File: src/rtl/video_timing_pattern_gen.sv
// Raster timing and test-pattern generator for the LVDS panel path.
// Optional build macro VTPG_SCROLL_EN: horizontal patterns scroll one pixel per frame.
module video_timing_pattern_gen #(
   parameter int   H_ACTIVE   = 1280,
   parameter int   H_FP       = 16,
   parameter int   H_SYNC     = 24,
   parameter int   H_BP       = 10,
   parameter int   V_ACTIVE   = 800,
   parameter int   V_FP       = 3,
   parameter int   V_SYNC     = 6,
   parameter int   V_BP       = 3,
   parameter logic HS_POL     = 1'b0,
   parameter logic VS_POL     = 1'b0,
   parameter int   COLOR_W    = 8,
   parameter int   CNT_W      = 12,
   parameter int   CHECK_LOG2 = 4
) (
   input  logic                 clk,
   input  logic                 rst,
   input  logic                 en,
   input  logic [2:0]           mode,
   input  logic [3*COLOR_W-1:0] solid_rgb,
   output logic                 hsync,
   output logic                 vsync,
   output logic                 de,
   output logic [COLOR_W-1:0]   red,
   output logic [COLOR_W-1:0]   green,
   output logic [COLOR_W-1:0]   blue,
   output logic                 frame_start,
   output logic [15:0]          frame_cnt
);

   localparam int H_TOTAL = H_ACTIVE + H_FP + H_SYNC + H_BP;
   localparam int V_TOTAL = V_ACTIVE + V_FP + V_SYNC + V_BP;
   localparam int BW      = (H_ACTIVE / 8 > 0) ? H_ACTIVE / 8 : 1;
   localparam logic [COLOR_W-1:0] FS = '1;

   logic [CNT_W-1:0]     r_hcnt;
   logic [CNT_W-1:0]     r_vcnt;
   logic [2:0]           r_mode_q;
   logic [3*COLOR_W-1:0] r_solid_q;
   logic                 r_hs;
   logic                 r_vs;
   logic                 r_de;
   logic [3*COLOR_W-1:0] r_rgb;
   logic                 r_fs;
   logic [15:0]          r_fcnt;

   logic                 w_h_last;
   logic                 w_v_last;
   logic                 w_fs;
   logic [2:0]           w_mode;
   logic [3*COLOR_W-1:0] w_solid;
   logic                 w_act_h;
   logic                 w_act_v;
   logic                 w_hs_raw;
   logic                 w_vs_raw;
   logic [CNT_W-1:0]     w_x;
   logic [CNT_W-1:0]     w_xdiv;
   logic [2:0]           w_bar;
   logic [COLOR_W-1:0]   w_gx;
   logic [COLOR_W-1:0]   w_gy;
   logic [3*COLOR_W-1:0] w_rgb;

   assign w_h_last = (r_hcnt == CNT_W'(H_TOTAL - 1));
   assign w_v_last = (r_vcnt == CNT_W'(V_TOTAL - 1));
   assign w_fs     = en && (r_hcnt == '0) && (r_vcnt == '0);

   // Pixel (0,0) must already use the mode being latched on this edge.
   assign w_mode  = w_fs ? mode : r_mode_q;
   assign w_solid = w_fs ? solid_rgb : r_solid_q;

   assign w_act_h  = (r_hcnt < CNT_W'(H_ACTIVE));
   assign w_act_v  = (r_vcnt < CNT_W'(V_ACTIVE));
   assign w_hs_raw = (r_hcnt >= CNT_W'(H_ACTIVE + H_FP)) &&
                     (r_hcnt <  CNT_W'(H_ACTIVE + H_FP + H_SYNC));
   assign w_vs_raw = (r_vcnt >= CNT_W'(V_ACTIVE + V_FP)) &&
                     (r_vcnt <  CNT_W'(V_ACTIVE + V_FP + V_SYNC));

`ifdef VTPG_SCROLL_EN
   localparam int SW = ((CNT_W > 16) ? CNT_W : 16) + 1;
   logic [15:0]   r_off;
   logic [SW-1:0] w_xsum;

   assign w_xsum = SW'(r_hcnt) + SW'(r_off);
   assign w_x    = (w_xsum >= SW'(H_ACTIVE)) ?
                   CNT_W'(w_xsum - SW'(H_ACTIVE)) : CNT_W'(w_xsum);

   // Scroll offset advances once per completed frame, wrapping at H_ACTIVE.
   always_ff @(posedge clk) begin
      if (rst) begin
         r_off <= '0;
      end else if (en && w_h_last && w_v_last) begin
         r_off <= (r_off == 16'(H_ACTIVE - 1)) ? 16'd0 : r_off + 16'd1;
      end
   end
`else
   assign w_x = r_hcnt;
`endif

   assign w_xdiv = w_x / CNT_W'(BW);
   assign w_bar  = (w_xdiv > CNT_W'(7)) ? 3'd7 : w_xdiv[2:0];
   assign w_gx   = COLOR_W'(w_x);
   assign w_gy   = COLOR_W'(r_vcnt);

   // Pattern selection for the current raster position.
   always_comb begin
      w_rgb = '0;
      case (w_mode)
         3'd0: w_rgb = w_solid;
         3'd1: w_rgb = {w_bar[1] ? FS : '0,
                        w_bar[2] ? FS : '0,
                        w_bar[0] ? FS : '0};
         3'd2: w_rgb = {w_gx, w_gx, w_gx};
         3'd3: w_rgb = {w_gy, w_gy, w_gy};
         3'd4: w_rgb = (w_x[CHECK_LOG2] ^ r_vcnt[CHECK_LOG2]) ? '1 : '0;
         default: w_rgb = '0;
      endcase
   end

   // Horizontal and vertical raster counters.
   always_ff @(posedge clk) begin
      if (rst) begin
         r_hcnt <= '0;
         r_vcnt <= '0;
      end else if (en) begin
         if (w_h_last) begin
            r_hcnt <= '0;
            r_vcnt <= w_v_last ? '0 : r_vcnt + 1'b1;
         end else begin
            r_hcnt <= r_hcnt + 1'b1;
         end
      end
   end

   // Latch pattern selection only at frame start to avoid tearing.
   always_ff @(posedge clk) begin
      if (rst) begin
         r_mode_q  <= '0;
         r_solid_q <= '0;
      end else if (w_fs) begin
         r_mode_q  <= mode;
         r_solid_q <= solid_rgb;
      end
   end

   // Registered sync, enable, pixel and frame outputs.
   always_ff @(posedge clk) begin
      if (rst) begin
         r_hs   <= ~HS_POL;
         r_vs   <= ~VS_POL;
         r_de   <= 1'b0;
         r_rgb  <= '0;
         r_fs   <= 1'b0;
         r_fcnt <= '0;
      end else begin
         r_fs <= w_fs;
         if (en) begin
            r_hs  <= w_hs_raw ? HS_POL : ~HS_POL;
            r_vs  <= w_vs_raw ? VS_POL : ~VS_POL;
            r_de  <= w_act_h & w_act_v;
            r_rgb <= (w_act_h & w_act_v) ? w_rgb : '0;
            if (w_h_last && w_v_last) begin
               r_fcnt <= r_fcnt + 16'd1;
            end
         end
      end
   end

   assign hsync       = r_hs;
   assign vsync       = r_vs;
   assign de          = r_de;
   assign red         = r_rgb[3*COLOR_W-1:2*COLOR_W];
   assign green       = r_rgb[2*COLOR_W-1:COLOR_W];
   assign blue        = r_rgb[COLOR_W-1:0];
   assign frame_start = r_fs;
   assign frame_cnt   = r_fcnt;

endmodule

File: config.mk
export PLATFORM = sky130hd
export DESIGN_NAME = video_timing_pattern_gen
export DESIGN_NICKNAME = d
export VERILOG_FILES = /design/src/rtl/video_timing_pattern_gen.sv
export SDC_FILE = /design/constraint.sdc
export NUM_CORES = 1
export LEC_CHECK = 0
export CAP_MARGIN = 15
export CORE_MARGIN = 4
export CORE_UTILIZATION = 23
export DETAILED_ROUTE_END_ITERATION = 8
export REMOVE_ABC_BUFFERS = 1
export SKIP_LAST_GASP = 1
export SYNTH_ARGS = -nofsm -noshare
export SYNTH_HDL_FRONTEND = slang
export SYNTH_SLANG_ARGS = --single-unit
export TNS_END_PERCENT = 30
File: constraint.sdc
create_clock -name clk -period 2.6 [get_ports clk]
set_input_delay 0.65 -clock clk [delete_from_list [all_inputs] [get_ports clk]]
set_output_delay 0.65 -clock clk [all_outputs]
set_load 0.005 [all_outputs]
## Yosys cells after proc, flatten, opt, wreduce, memory -nomap -nowiden

Index checks and enable logic that the tools add are counted.

- Output and inout bits: 44
- Register bits: 95
- Input port bits: 30

- Equality and inequality tests: 6
- Bitwise gates (word level): 2
- Reduce and logical (&&, ||, !) cells: 10
- Add/sub/neg operators: 3
- Muxes and demuxes: 13
- Div/mod/pow operators: 1
- Magnitude comparators: 7

Operators by type and width:

| cell | number |
|---|---|
| case mux 24 bit (5 select lines) | 1 |
| two-way mux 24 bit | 3 |
| adder 12 x 1 -> 12 bit (second input constant) | 2 |
| zero test 12 bit | 2 |
| less-than comparator 12 x 10 -> 1 bit (second input constant) | 2 |
| less-than comparator 12 x 11 -> 1 bit (second input constant) | 2 |
| two-way mux 12 bit | 2 |
| two-way mux 8 bit | 3 |
| adder 16 x 1 -> 16 bit (second input constant) | 1 |
| divider 12 x 8 -> 12 bit (second input constant) | 1 |
| == test 12 x 10 -> 1 bit (second input constant) | 1 |
| == test 12 x 11 -> 1 bit (second input constant) | 1 |
| >= comparator 12 x 10 -> 1 bit (second input constant) | 1 |
| >= comparator 12 x 11 -> 1 bit (second input constant) | 1 |
| greater-than comparator 12 x 3 -> 1 bit (second input constant) | 1 |
| == test 3 x 2 -> 1 bit (second input constant) | 2 |
| two-way mux 3 bit | 2 |
| logical AND 1 bit | 5 |
| AND reduction 2 bit | 2 |
| == test 3 x 1 -> 1 bit (second input constant) | 1 |
| == test 3 bit (second input constant) | 1 |
| zero test 3 bit | 1 |
| two-way mux 1 bit | 2 |
| AND 1 bit | 1 |
| XOR 1 bit | 1 |

## Depth between registers and ports, before layout

Gate-level depths: netlist (run 1).

- Depth in word-level cells: 7
- Depth in mapped cells: 9
- Gate-level depth less buffers: 8

## Worst setup path before layout (run 1)

No wires, ideal clock.

- Path type: input -> register
- Start: in en
- End: reg r_rgb[12]
- Path buffers: 1
- Arrival time: 2,541 ps
- Cell stages on the path: 7
- Setup time: 145 ps
- Path slack: -86 ps
- Cells stage by stage: buf_2 -> or3b_2 -> or3_4 -> nor2_4 -> mux2_1 -> a32oi_1 -> a41oi_1

- Cells in the longest elaborated chain, start to end: 6
- Elaborated cells on any way between the ends: 11
- Those cells by class: 4 x eq/ne; 4 x mux; 3 x reduce/logical

RTL lines:

| what | RTL line | source |
|---|---|---|
| start: declaration | 20 | `input logic en,` |
| logical AND 1 bit (2 in series) | 67 | `assign w_fs = en && (r_hcnt == '0) && (r_vcnt == '0);` |
| two-way mux 3 bit | n/a |  |
| == test 3 bit, or another cell as far along | 109 | `case (w_mode)` |
| case mux 24 bit (5 select lines) | 109 |  |
| two-way mux 24 bit | 162 | `r_rgb <= (w_act_h & w_act_v) ? w_rgb : '0;` |
| end signal: assignment | 162 |  |
| end: declaration | 45 | `logic [3*COLOR_W-1:0] r_rgb;` |

Parallel ways exist; a longest one is shown, timed or not.
A chain may end at the register's enable or synchronous reset.

## Final worst setup path (run 1)

- Start: reg r_vcnt[8]
- End: reg r_rgb[12]

- Cells in the longest elaborated chain, start to end: 6
- Elaborated cells on any way between the ends: 13
- Those cells by class: 1 x order compare; 4 x eq/ne; 4 x mux; 1 x bitwise; 3 x reduce/logical

RTL lines:

| what | RTL line | source |
|---|---|---|
| start: declaration | 39 | `logic [CNT_W-1:0] r_vcnt;` |
| start signal: assignment | 129 | `r_vcnt <= w_v_last ? '0 : r_vcnt + 1'b1;` |
| zero test 12 bit | 67 |  |
| logical AND 1 bit | 67 |  |
| two-way mux 3 bit | n/a |  |
| == test 3 bit, or another cell as far along | 109 |  |
| case mux 24 bit (5 select lines) | 109 |  |
| two-way mux 24 bit (*) | 162 |  |

Mark *: on every way between the ends. The rest lies on a longest branch, timed or not.

==> results of run 1 <==
cell usage in the layout, fill, tap and decap left out, drive strengths merged, types with 10 or more instances in the layout:
master	instances
a21oi	40
a22o	14
a31oi	11
and3	14
buf	66
clkbuf	12
clkdlybuf4s50	71
dfxtp	95
inv	16
nand2	87
nand3	48
nand4	22
nor2	56
nor2b	14
nor3	16
nor4	10
o21ai	19
xnor2	22
xor2	15
power breakdown:
part	internal (mW)	switching, mW	leakage, nW
Sequential	1.50	0.0383	0.771
Clock	0.777	0.593	0.139
Combinational	0.208	0.253	1.57
worst min-delay path, stage by stage, from the launching register on:
cell and delay (ns):
dfxtp_1 0.31, nand2_1 0.05, a21oi_1 0.05
sequential cells by signal, indices dropped and copies added, names as in the netlist:
register and flops:
r_solid_q 24, hsync 1, frame_cnt 16, de 1
vsync 1, r_rgb 24, r_mode_q 3, frame_start 1
r_vcnt 12, r_hcnt 12
final cells by class:
| cell class | instances | area, µm² |
|---|---|---|
| clock inverters | 4 | 53.8 |
| clock buffers | 12 | 246 |
| flip-flops and latches | 95 | 1900 |
| inverters | 15 | 56.3 |
| repair buffers | 138 | 1260 |
| fillers | 2271 | 15100 |
| well taps | 280 | 350 |
| multi-input cells | 478 | 3020 |
timing repair:
item                       CTS  global route
setup buffers                0             1
hold buffers                 0             0
setup endpoints to repair    3            13
cloned                       0             0
gates resized for setup      2             5
pin swaps                    3             4
through the flow:
step | utilization (%) | cell area, µm² | hold WS, ns
6_report | 31.4 | 6890 | 0.454
5_1_grt | 31.4 | 6890 | 0.466
4_1_cts | 31.2 | 6840 | 0.454
3_5_place_dp | 29.8 | 6530 | 0.444
3_3_place_gp | 29.8 | 6530 | 0.436
2_1_floorplan | - | 4940 | 0.421
worst paths after layout:
check            endpoint  slack, ns  cells past startpoint
max             r_rgb[12]       0.30                      6
min          r_solid_q[2]       0.45                      2
max reg2reg     r_rgb[12]       0.30                      6
min reg2reg  r_solid_q[2]       0.45                      2
layer usage:
layer,up-vias,track usage (%)
met1,2344,17.0
met4,0,4.88
li1,2478,-
met5,-,0
met3,23,2.32
met2,98,19.1
cell families (layout without fill, tap and decap cells):
logic type / count (synthesis) / after routing / synth area share [%]
adder cells (fa/ha/maj): 7 / 7 / 1.70
buffers and inverters: 59 / 169 / 5.25
multiplexers: 10 / 10 / 2.09
AND/OR/NAND/NOR: 304 / 304 / 32.0
flip-flops: 95 / 95 / 36.9
AO/OA/AOI/OAI: 120 / 120 / 15.7
XOR/XNOR: 37 / 37 / 6.29
==> results.yml, run 1 <==
run_status:
  status: "completed"
final_layout:
  final_cells: 1022
  diodes: 0
  syn2layout_area_growth_pct: 33.8
  layout-drive-gt1-share_pct: 16.4
  num-nets-final: 774
power_and_ir_drop:
  p_per_area_mw_per_mm2: 490
  total_power_mw: 3.37
  ir_worst_vdd_v: 0.000311
  leakagePower_nw: 2.48
logic_synthesis:
  ys_seq_area_share_pct: 36.9
  synth.area.top_cells: "dfxtp_1 (37%), nand2_1 (6.3%), nand3_1 (4.7%), a21oi_1 (3.8%), xnor2_1 (3.7%)"
  syn-cell-area_mm2: 0.00515
  yosysTopAreaCell: "dfxtp_1"
  synthFlopType: "dfxtp_1"
  postSynthAreaPerCell_um2: 8.15
  synth_edf_count: 0
  ys_types: 69
  yosysWarnings: 0
  synth_common_cells: "dfxtp_1 (95), nand2_1 (87), nor2_1 (51), nand3_1 (48), a21oi_1 (39)"
  synth_most_common_cell: "dfxtp_1"
  synth_seq_cells: 95
  synthCells: 632
  async_reset_ff_share_pct: 0
  netlist.area_leader.share_pct: 36.9
floorplanning:
  start_util_pct: 23.5
  ios: 74
  core_area_mm2: 0.0220
  die_area_mm2: 0.0249
  die_h_um: 158
  die_w_um: 158
  rows: 54
routing:
  top_layer_used: "met4"
  vias_per_cell: 4.84
  wl_met3_um: 518
  firstDrtPassIters: 5
  vias: 4943
  avgRoutedWirePerCell_um: 15.1
  met1_length_um: 7430
  met2_length_um: 7070
  drtIter0Drc: 372
  drc: 0
  ant_nets: 0
  drt_wl_total_um: 15400
global_routing:
  grt_max_degree: 41
  antenna_found_initial: 0
  grt_pass1_wl_um: 24700
  grt_pass1_vias: 4709
  grt_overflow: 0
  grt_usage_pct: 12.4
timing:
  tns_ns: 0
  hold_viol_final: 0
  relSlewSlack_pct: 38.8
  min_period_over_period_pct: 88.6
  worst_pin_slew_ns: 0.912
  drv_slew: 0
  min_period_ns: 2.30
  fmax_ghz: 0.434
  rsz0062_at_grt: "no"
  setup_violations: 0
  clock_skew_ns: 0.00762
  worst_slack_ns: 0.295
placed_design:
  place_inst: 1004
  gp_congestion: 0.821
  dp_slack_ns: -0.495
  port_buffers: 73
  post-dp-hpwl_um: 11500
worst_hold_path:
  min_from: "r_solid_q[2]"
  hp-class: "flop to flop"
clock_tree:
  cts_sinks: 95
  cts-root-buf: "clkbuf_16"
  clockBufferDepth: 2
  tritoncts: "yes"
  cts.clk_slew.worst_paths_ns: 0.07
  insertion_delay_ns: 0.35
  cts_max_level: 3
  cts_buffers: 9
worst_setup_path:
  crit_arrival_ns: 2.52
  path_delay_family: "simple AND/OR/NAND/NOR gates"
  endpoint_kind: "flop"
  cp_num_buf_inv: 0
  max_stage_delay_ns: 0.51
  critical_path.max_fanout: 5
  path_cells: "or4_4, or3_4, nor2_4, mux2_4, a32oi_4, a41oi_1"
  r2r-start: "r_vcnt[8]"
  cp_data_required_time_ns: 2.82
  cp-start-kind: "flop"
  crit_type: "flop to flop"
  cp_slowest_cell: "or4_4"
  crit_start: "r_vcnt[8]"
flow_run:
  max-cap-violations: 0
Power figures use the tool's default switching activity.
==> run 2, diff against run 1 <==
--- a/config.mk
+++ b/config.mk
@@ -8,8 +8,8 @@
 export CAP_MARGIN = 15
 export CORE_MARGIN = 4
 export CORE_UTILIZATION = 23
+export CTS_CLUSTER_DIAMETER = 50
 export DETAILED_ROUTE_END_ITERATION = 8
-export REMOVE_ABC_BUFFERS = 1
 export SKIP_LAST_GASP = 1
 export SYNTH_ARGS = -nofsm -noshare
 export SYNTH_HDL_FRONTEND = slang
==> results.yml, run 2 (same netlist as run 1, synthesis figures left out) <==
routing:
  drc: 0
  drtIter0Drc: 373
  drt_wl_total_um: 15500
  vias_per_cell: 4.83
  avgRoutedWirePerCell_um: 15.2
  vias: 4943
  ant_nets: 0
  firstDrtPassIters: 5
worst_setup_path:
  path_cells: "clkdlybuf4s50_1, or3b_4, or3_4, buf_4, nor4_2, o32a_2, a21oi_2, a311oi_2"
  cp-start-kind: "primary input"
  cp_data_required_time_ns: 2.88
  crit_arrival_ns: 2.83
  cp_slowest_cell: "clkdlybuf4s50_1"
  cp_num_buf_inv: 2
  r2r_slack_ns: 0.18
  path_delay_family: "simple AND/OR/NAND/NOR gates"
  crit_start: "en"
  r2r-start: "r_vcnt[0]"
  r2r_cells: 9
  endpoint_kind: "flop"
  max_stage_delay_ns: 0.47
  crit_type: "primary input to flop"
  critical_path.max_fanout: 7
  reg2reg_to: "r_rgb[4]"
clock_tree:
  cts.clk_slew.worst_paths_ns: 0.07
  postCtsSetupBuffers: 0
  insertion_delay_ns: 0.36
  tritoncts: "yes"
  postCtsHoldBufs: 0
  cts_buffers: 9
  cts-root-buf: "clkbuf_16"
  clockBufferDepth: 2
  cts_max_level: 3
  cts_sinks: 95
  cts_resized: 0
placed_design:
  post-dp-hpwl_um: 11500
  port_buffers: 73
  gp_congestion: 0.848
global_routing:
  grt_pass1_wl_um: 25200
  grt_usage_pct: 12.8
  grt_overflow: 0
  grt_pass1_vias: 4570
  antenna_found_initial: 0
  grt_max_degree: 46
timing:
  min_period_over_period_pct: 98.2
  hold_viol_final: 0
  fmax_ghz: 0.392
  drv_slew: 0
  rsz0062_at_grt: "yes"
  clock_skew_ns: 0.0118
  min_period_ns: 2.55
  setup_violations: 0
  hold_ws_ns: 0.450
  worst_pin_slew_ns: 0.664
  relSlewSlack_pct: 55.6
worst_hold_path:
  min_path_cells: 2
  min_from: "r_solid_q[7]"
  hp-class: "flop to flop"
  whs_endpoint: "r_solid_q[7]"
power_and_ir_drop:
  ir_worst_vdd_v: 0.000356
  p_per_area_mw_per_mm2: 505
  leakagePower_nw: 2.52
floorplanning:
  core_area_mm2: 0.0220
  die_h_um: 158
  rows: 54
  start_util_pct: 23.5
  die_w_um: 158
  die_area_mm2: 0.0249
  ios: 74
final_layout:
  syn2layout_area_growth_pct: 35.0
  num-nets-final: 775
  diodes: 0
  layout-drive-gt1-share_pct: 16.7
  nFillCells: 2318
  final_common_cell: "dfxtp_1"
  fin_util_pct: 31.7
  layout_common_cells: "dfxtp_1 (95), nand2_1 (87), clkdlybuf4s50_1 (72)"
logic_synthesis:
  syn_nets: 669
flow_run:
  max-cap-violations: 0
run_status:
  status: "completed"
-- run 2: cell count changes in the layout (fill, tap and decap cells not counted), moves of 2 or more --
cell / delta
buf_12: +3
buf_6: -2
clkbuf_1: -2
clkinvlp_4: -2
-- run 2: worst max path at each step --
| stage | cells past startpoint | end | slack (ns) |
|---|---|---|---|
| after floorplan | 7 | r_rgb[12] | 0.009 |
| after CTS | 8 | r_rgb[5] | 0.05 |
| after global placement | 7 | r_rgb[20] | -0.30 |
| after global routing | 8 | r_rgb[5] | -0.02 |
| after detailed placement | 7 | r_rgb[20] | -0.31 |
| final | 8 | r_rgb[5] | 0.05 |
-- run 2: final cells by class --
type                            count  area [µm²]  area share [%]
Clock buffer                       10         239            3.44
Clock inverter                      6        91.3            1.31
Inverter                           15        56.3           0.809
Multi-Input combinational cell    478        3020            43.4
Sequential cell                    95        1900            27.3
Tap cell                          280         350            5.04
Timing Repair Buffer              139        1300            18.6
-- run 2: through the flow --
step                      std cells  setup TNS, ns  setup slack [ns]  cell area [µm²]  power (mW)
after floorplan                 632              0           0.00862             5160        1.82
after global placement         1006          -8.30            -0.301             6600        2.05
after detailed placement       1006          -8.65            -0.310             6600        2.05
after CTS                      1022              0            0.0512             6930        3.55
after global routing           1023        -0.0449           -0.0224             6960        3.67
final                          1023              0            0.0464             6960        3.51
-- run 2: power breakdown --
part           total, mW  internal (mW)  switching (mW)
registers           1.53           1.50          0.0313
clock network       1.49          0.877           0.609
logic              0.490          0.228           0.262
total               3.51           2.61           0.902
-- run 2: worst register-to-register path, delay by kind of cell, from the launching register on --
family / cells / cell delay (ns)
DFF: 1 / 0.42
adders and majority gates: 1 / 0.23
AOI/OAI and AO/OA: 3 / 0.62
and+or+nand+nor: 3 / 0.62
buffers and inverters: 2 / 0.41
-- run 2: per-layer routing --
| metal | GRT usage [%] | vias to the layer above | wire (µm) | part of all wire (%) |
|---|---|---|---|---|
| met5 | 0 | - | 0 | 0 |
| met4 | 3.56 | 0 | 206 | 1.3 |
| met3 | 3.39 | 10 | 852 | 5.5 |
| met2 | 19.3 | 117 | 6960 | 45 |
| met1 | 18.1 | 2345 | 7500 | 48 |
| li1 | - | 2471 | - | - |
==> run 3, diff against run 2 <==
--- a/config.mk
+++ b/config.mk
@@ -9,8 +9,10 @@
 export CORE_MARGIN = 4
 export CORE_UTILIZATION = 23
 export CTS_CLUSTER_DIAMETER = 50
+export CTS_CLUSTER_SIZE = 40
 export DETAILED_ROUTE_END_ITERATION = 8
 export SKIP_LAST_GASP = 1
+export SLEW_MARGIN = 25
 export SYNTH_ARGS = -nofsm -noshare
 export SYNTH_HDL_FRONTEND = slang
 export SYNTH_SLANG_ARGS = --single-unit
==> results.yml, run 3 (same netlist as run 1, synthesis figures left out) <==
placed_design:
  port_buffers: 73
  gp_congestion: 0.848
  post-dp-hpwl_um: 11500
  place_area_mm2: 0.00660
worst_setup_path:
  r2r-start: "r_hcnt[9]"
  cp_slowest_cell: "clkdlybuf4s50_1"
  critical_path.max_fanout: 7
  r2r_slack_ns: 0.24
  crit_arrival_ns: 2.80
  r2r_cells: 6
  path_delay_family: "simple AND/OR/NAND/NOR gates"
  crit_type: "primary input to flop"
  reg2reg_to: "r_rgb[5]"
  cp_num_buf_inv: 2
  endpoint_kind: "flop"
  cp-start-kind: "primary input"
  cp_data_required_time_ns: 2.87
  max_stage_delay_ns: 0.47
  path_cells: "clkdlybuf4s50_1, or3b_4, or3_4, buf_4, nor4_2, o32a_2, a21oi_2, a311oi_2"
floorplanning:
  rows: 54
  core_area_mm2: 0.0220
  die_w_um: 158
  die_h_um: 158
  start_util_pct: 23.5
  die_area_mm2: 0.0249
  ios: 74
global_routing:
  grt_max_degree: 46
  grt_usage_pct: 12.8
  grt_pass1_wl_um: 25200
  antenna_found_initial: 0
  grt_pass1_vias: 4598
  grt_overflow: 0
clock_tree:
  tritoncts: "yes"
  clockBufferDepth: 2
  cts.clk_slew.worst_paths_ns: 0.07
  postCtsHoldBufs: 0
  insertion_delay_ns: 0.35
  cts-root-buf: "clkbuf_16"
  cts_buffers: 9
  cts_sinks: 95
  cts_max_level: 3
final_layout:
  layout-drive-gt1-share_pct: 16.9
  layout_common_cells: "dfxtp_1 (95), nand2_1 (86), clkdlybuf4s50_1 (72)"
  nFillCells: 2313
  syn2layout_area_growth_pct: 34.2
  diodes: 0
  multi_input_area_mm2: 0.00304
  num-nets-final: 774
  seq_area_mm2: 0.00190
  final_area_mm2: 0.00691
  final_common_cell: "dfxtp_1"
timing:
  fmax_ghz: 0.396
  hold_ws_ns: 0.447
  clock_skew_ns: 0.0124
  worst_pin_slew_ns: 0.709
  relSlewSlack_pct: 52.7
  min_period_over_period_pct: 97.2
  drv_slew: 0
  min_period_ns: 2.53
  setup_violations: 0
  hold_viol_final: 0
worst_hold_path:
  whs_endpoint: "r_solid_q[4]"
  min_path_cells: 2
  hp-class: "flop to flop"
  min_from: "r_solid_q[4]"
routing:
  ant_nets: 0
  firstDrtPassIters: 5
  drc: 0
  vias_per_cell: 4.81
  drt_wl_total_um: 15600
  drtIter0Drc: 289
  vias: 4913
  avgRoutedWirePerCell_um: 15.3
power_and_ir_drop:
  p_int_mw: 2.43
  swShare_pct: 26.4
  seqPwrFrac_pct: 46.5
  leakagePower_nw: 2.49
  p_sw_uw: 871
  p_comb_share_pct: 14.9
  ir_worst_vdd_v: 0.000291
  clkPwrFrac_pct: 38.5
  p_per_area_mw_per_mm2: 477
  total_power_mw: 3.30
flow_run:
  max-cap-violations: 0
run_status:
  status: "completed"
logic_synthesis:
  syn_nets: 669
==> run 3: layout make-up <==
class | instances | area share (%)
repair buffers | 138 | 18.7
inverters | 15 | 0.814
multi-input cells | 478 | 43.9
flip-flops and latches | 95 | 27.5
clock inverters | 3 | 0.271
clock buffers | 12 | 3.71
well taps | 280 | 5.07
==> run 3: stage by stage <==
stage | instances | utilization (%) | setup TNS (ns) | worst slack [ns]
3_3_place_gp | 1006 | 30.0 | -8.30 | -0.301
4_1_cts | 1021 | 31.3 | 0 | 0.0733
2_1_floorplan | 632 | - | 0 | 0.00862
5_1_grt | 1021 | 31.5 | -0.00436 | -0.00379
6_report | 1021 | 31.5 | 0 | 0.0721
3_5_place_dp | 1006 | 30.1 | -8.66 | -0.310
==> run 3: power by group through the flow <==
stage          registers, mW  logic, mW  clock network [mW]
2_1_floorplan           1.56      0.262                   0
3_3_place_gp            1.57      0.480                   0
3_5_place_dp            1.57      0.482                   0
4_1_cts                 1.53      0.484                1.31
5_1_grt                 1.54      0.545                1.36
6_report                1.53      0.492                1.27
==> run 3: tightest hold or removal path: stages, from the launching register on <==
cell     delay, ns
dfxtp_1       0.31
nand2_1       0.05
a21oi_1       0.05
==> run 3: per-layer routing <==
metal / vias up / share of wire, % / routed length [µm] / GRT usage [%]
met5: - / 0 / 0 / 0
met4: 0 / 1.4 / 214 / 4.26
met3: 11 / 5.3 / 830 / 2.46
met2: 132 / 46 / 7100 / 19.7
met1: 2298 / 48 / 7440 / 18.0
li1: 2472 / - / - / -
==> run 3: worst max-delay path by stage <==
stage | startpoint | to | cells past startpoint
global placement | en | r_rgb[20] | 7
floorplan | en | r_rgb[12] | 7
CTS | en | r_rgb[4] | 7
detailed placement | en | r_rgb[20] | 7
finish | en | r_rgb[5] | 8
global route | en | r_rgb[5] | 8
==> run 3: what timing repair did <==
item / in CTS / in global routing
resized for setup: 0 / 9
buffers inserted: 0 / 0
endpoints found under the setup margin: 0 / 21
